## src/rtl/aluio_pkg.sv

```systemverilog
// Shared constants for the demux3_reg slice: data width, slot count, select width.
package aluio_pkg;

   localparam int unsigned DATA_W   = 16;
   localparam int unsigned SLOT_CNT = 8;
   localparam int unsigned SEL_W    = 3;

endpackage

```

## src/rtl/demux3_reg_dec3to8.sv

```systemverilog
// 3-to-8 one-hot decoder with enable; drives the per-slot write strobes of demux3_reg.
module dec3to8
   import aluio_pkg::*;
(
   input  logic [SEL_W-1:0]    i_sel,
   input  logic                i_en,
   output logic [SLOT_CNT-1:0] o_onehot
);

   always_comb begin
      o_onehot = '0;
      if (i_en) o_onehot[i_sel] = 1'b1;
   end

endmodule

```

## src/rtl/demux3_reg.sv

```systemverilog
// Registered 1-to-8 demultiplexer with per-slot full flags and consumer acks.
// Optional macro DEMUX3_REG_PASSTHRU_ACK_EN: a same-cycle ack frees the slot for the incoming write.
module demux3_reg
   import aluio_pkg::*;
#(
   parameter int unsigned WIDTH = DATA_W
) (
   input  logic                clk,
   input  logic                rst,
   input  logic [WIDTH-1:0]    din,
   input  logic [SEL_W-1:0]    dest,
   input  logic                in_valid,
   output logic                in_ready,
   output logic [WIDTH-1:0]    o0,
   output logic [WIDTH-1:0]    o1,
   output logic [WIDTH-1:0]    o2,
   output logic [WIDTH-1:0]    o3,
   output logic [WIDTH-1:0]    o4,
   output logic [WIDTH-1:0]    o5,
   output logic [WIDTH-1:0]    o6,
   output logic [WIDTH-1:0]    o7,
   output logic [SLOT_CNT-1:0] full,
   input  logic [SLOT_CNT-1:0] ack,
   output logic                busy
);

   logic [WIDTH-1:0]    r_data [SLOT_CNT];
   logic [SLOT_CNT-1:0] r_full;
   logic [SLOT_CNT-1:0] w_we;
   logic                w_ready;
   logic                w_accept;

`ifdef DEMUX3_REG_PASSTHRU_ACK_EN
   assign w_ready = ~r_full[dest] | ack[dest];
`else
   assign w_ready = ~r_full[dest];
`endif

   assign w_accept = in_valid & w_ready;

   dec3to8 u_dec (
      .i_sel    (dest),
      .i_en     (w_accept),
      .o_onehot (w_we)
   );

   // A write to a slot wins over its ack, so full stays set when both hit together.
   always_ff @(posedge clk) begin
      if (rst) begin
         r_full <= '0;
         for (int unsigned k = 0; k < SLOT_CNT; k++) r_data[k] <= '0;
      end else begin
         for (int unsigned k = 0; k < SLOT_CNT; k++) begin
            if (w_we[k]) r_data[k] <= din;
            r_full[k] <= w_we[k] | (r_full[k] & ~ack[k]);
         end
      end
   end

   assign in_ready = w_ready;
   assign full     = r_full;
   assign busy     = |r_full;
   assign o0       = r_data[0];
   assign o1       = r_data[1];
   assign o2       = r_data[2];
   assign o3       = r_data[3];
   assign o4       = r_data[4];
   assign o5       = r_data[5];
   assign o6       = r_data[6];
   assign o7       = r_data[7];

endmodule

```

## config.mk

```make
export PLATFORM = sky130hd
export DESIGN_NAME = demux3_reg
export DESIGN_NICKNAME = d
export VERILOG_FILES = /design/src/rtl/aluio_pkg.sv /design/src/rtl/demux3_reg_dec3to8.sv /design/src/rtl/demux3_reg.sv
export SDC_FILE = /design/constraint.sdc
export NUM_CORES = 1
export LEC_CHECK = 0
export BUFFER_PORTS_ARGS = -buffer_cell sky130_fd_sc_hd__buf_4
export CORE_MARGIN = 2
export CORE_UTILIZATION = 25
export CTS_CLUSTER_SIZE = 28
export DETAILED_ROUTE_END_ITERATION = 7
export GPL_ROUTABILITY_DRIVEN = 0
export SLEW_MARGIN = 10
export SYNTH_ARGS = -nofsm -noshare
export SYNTH_HDL_FRONTEND = slang
export SYNTH_SLANG_ARGS = --single-unit
```

## constraint.sdc

```tcl
create_clock -name clk -period 4 [get_ports clk]
set_input_delay 0.2 -clock clk [delete_from_list [all_inputs] [get_ports clk]]
set_output_delay 0.2 -clock clk [all_outputs]
set_load 0.01 [all_outputs]
```

==> flow_summary.ini <==
[place]
place.port_buffers = 167
dp_hpwl_um = 10600
dp.cells = 747

[layout]
antenna_cells = 0
final_cells = 779
nets = 526
drive_above_1_share = 0.442
syn_to_final_growth_pct = 41.8

[cts]
hold_buffers = 0
post_cts_buffers = 0
cts_sinks = 136
cts-resized-gates = 0
clock_latency_ns = 0.42
cts_root_buf = clkbuf_16
htreeDepth = 4
clkSlewWorstSetupHoldPaths_ns = 0.06
cts_buffers = 17
cts_tree = built
cts_buffer_depth = 2

[timing]
worstMarginPinSlew_ns = 0.835
fin_skew_ns = 0.00731
hold_violations = 0
tns_ns = 0
finalSetupViolCount = 0
fin_crit_sh = 0.537
fin_crit_ns = 2.15
max_freq_ghz = 0.465
slew_violations = 0
max_slew_margin = 0.443
rsz0062_at_grt = false

[route]
first_pass_iters = 4
drc_errors = 0
drt-initial-drc-count = 142
wl_per_cell_um = 18.5
vias = 3165
via_per_inst = 4.06
routed_wl_um = 14400
final_antenna_net_count = 0

[logic_synthesis]
post-synth-top-count-cell = edfxtp_1
synth-compound-area-share = 0.00979
synthSimpleGateAreaFrac = 0.159
syn-instance-count = 322
yosys.area_share.xor_xnor = 0
synth.yosys.seq_area_share = 0.783
synth_top_area_share = 0.752
synth-edff-count = 128
netlist_area_mm2 = 0.00511
synth_mux_area_frac = 0.0122
synth_top_family_by_area = simple AND/OR/NAND/NOR gates
ys_dominant_reg_cell = edfxtp_1
synth_area_leaders = edfxtp_1, nor2_1, nor2_4
synth_top_cell_by_area = edfxtp_1
synthesis.nets = 352
synthArstFlopShare = 0
postSynthAreaPerCell_um2 = 15.9
ys_types = 22
yosysWarnings = 0
ys_ff_latch = 136
synth_adder_area_share = 0
synthTopCellsByCount = edfxtp_1, nor2_1, nand2b_1

[min_path]
hold_path_class = in -> reg

[worst_setup_path]
worst_path_max_delay_cell = nand2b_1
cp_num_buf_inv = 1
crit_family = simple AND/OR/NAND/NOR gates
cp_slowest_stage_delay_ns = 0.64
critPathLaunchType = register
r2r_slack_ns = 1.85
worstPathRequired_ns = 4.04
critical_path_class = reg -> reg
cp.arrival_ns = 2.19
crit_chain = or4_1 -> buf_4 -> nand2b_1
cp_max_fo = 18
end_kind = register

[floorplan]
core_mm2 = 0.0202
io_pins = 168
initial_core_util = 0.254
die_area_mm2 = 0.0216
die_w_um = 147
die_height_um = 147
rows = 52

[power]
p_per_area_mw_per_mm2 = 519
switchingPower_mw = 0.836
leakagePower_nw = 2.85
p_int_mw = 2.93
vdd_drop_max_mv = 0.294
p_comb_frac = 0.090
p_seq_frac = 0.454
clockPowerShare = 0.456
switching_share = 0.222

[global_route]
first_global_vias = 3348
grt_pass1_wl_um = 21100
grt_usage = 0.137
grt_max_degree = 33
overflow = 0
antenna_found_initial = 0

[status]
outcome = completed

[run]
maxCapViolCount = 0
==> sequential cells by signal (all words and copies together) (netlist names) <==
signal  cells
full        8
r_data    128
==> worst paths after layout <==
kind	to	start	depth (start not counted)
max reg2reg	r_data[0][31]$_SDFFCE_PN0P_	full[1]$_SDFF_PP0_	3
min reg2reg	full[5]$_SDFF_PP0_	full[5]$_SDFF_PP0_	2
max	r_data[0][31]$_SDFFCE_PN0P_	full[1]$_SDFF_PP0_	3
min	full[1]$_SDFF_PP0_	ack[1]	3
==> per-stage QoR <==
| step | hold WS, ns | power, mW | setup slack, ns | util | area [um2] |
|---|---|---|---|---|---|
| after floorplan | 0.382 | 1.85 | 2.25 | - | 5110 |
| after global placement | 0.473 | 2.08 | 1.94 | 0.327 | 6600 |
| after detailed placement | 0.476 | 2.08 | 1.83 | 0.327 | 6600 |
| after CTS | 0.0304 | 3.79 | 1.84 | 0.359 | 7250 |
| after global routing | 0.0322 | 3.89 | 1.72 | 0.359 | 7250 |
| final | 0.0494 | 3.76 | 1.85 | 0.359 | 7250 |
==> placed cells by master, fill, tap and decap left out, types with 2 or more instances in the layout <==
master / n
buf_4: 170
edfxtp_1: 128
nor2_1: 76
nand2b_1: 30
nor2_4: 20
clkbuf_16: 17
inv_1: 16
dfxtp_1: 8
a21oi_1: 6
bufinv_16: 5
or3_1: 4
clkinv_4: 4
nand2_1: 3
inv_6: 3
or4_1: 2
mux4_1: 2
nor4_1: 2
nor3_1: 2
or2_2: 2
nor2b_1: 2
o21ba_2: 2
==> worst min-delay path, cell delays in order <==
cell and delay [ns]:
buf_4 0.08, nand2b_1 0.08, a21oi_1 0.05
==> cell families (layout without fill, tap and decap cells) <==
| kind of cell | count (synthesis) | after routing |
|---|---|---|
| AND/OR/NAND/NOR | 144 | 144 |
| multiplexers | 3 | 3 |
| AO/OA/AOI/OAI | 8 | 8 |
| flip-flops | 136 | 136 |
| buffers and inverters | 31 | 218 |
==> power groups by stage <==
| stage | clock (mW) | sequential, mW | combinational, mW |
|---|---|---|---|
| 4_1_cts | 1.74 | 1.71 | 0.346 |
| 3_5_place_dp | 0 | 1.74 | 0.345 |
| 2_1_floorplan | 0 | 1.77 | 0.0805 |
| 5_1_grt | 1.81 | 1.72 | 0.363 |
| 6_report | 1.72 | 1.71 | 0.338 |
| 3_3_place_gp | 0 | 1.74 | 0.339 |
==> layer usage <==
layer  routed length [um]  share of wire  track usage
met3                 1140          0.079       0.0540
met4                  238          0.016       0.0462
met2                 6900           0.48        0.219
met5                    0              0            0
met1                 6170           0.43        0.171
==> cell type report <==
type                    count  area (um2)
fillers                  1977       12900
flip-flops and latches    136        4000
inverters                  16        60.1
repair buffers            170        1280
multi-input cells         155         923
well taps                 270         338
clock buffers              18         429
clock inverters            14         220
(Power assumes the default switching activity.)
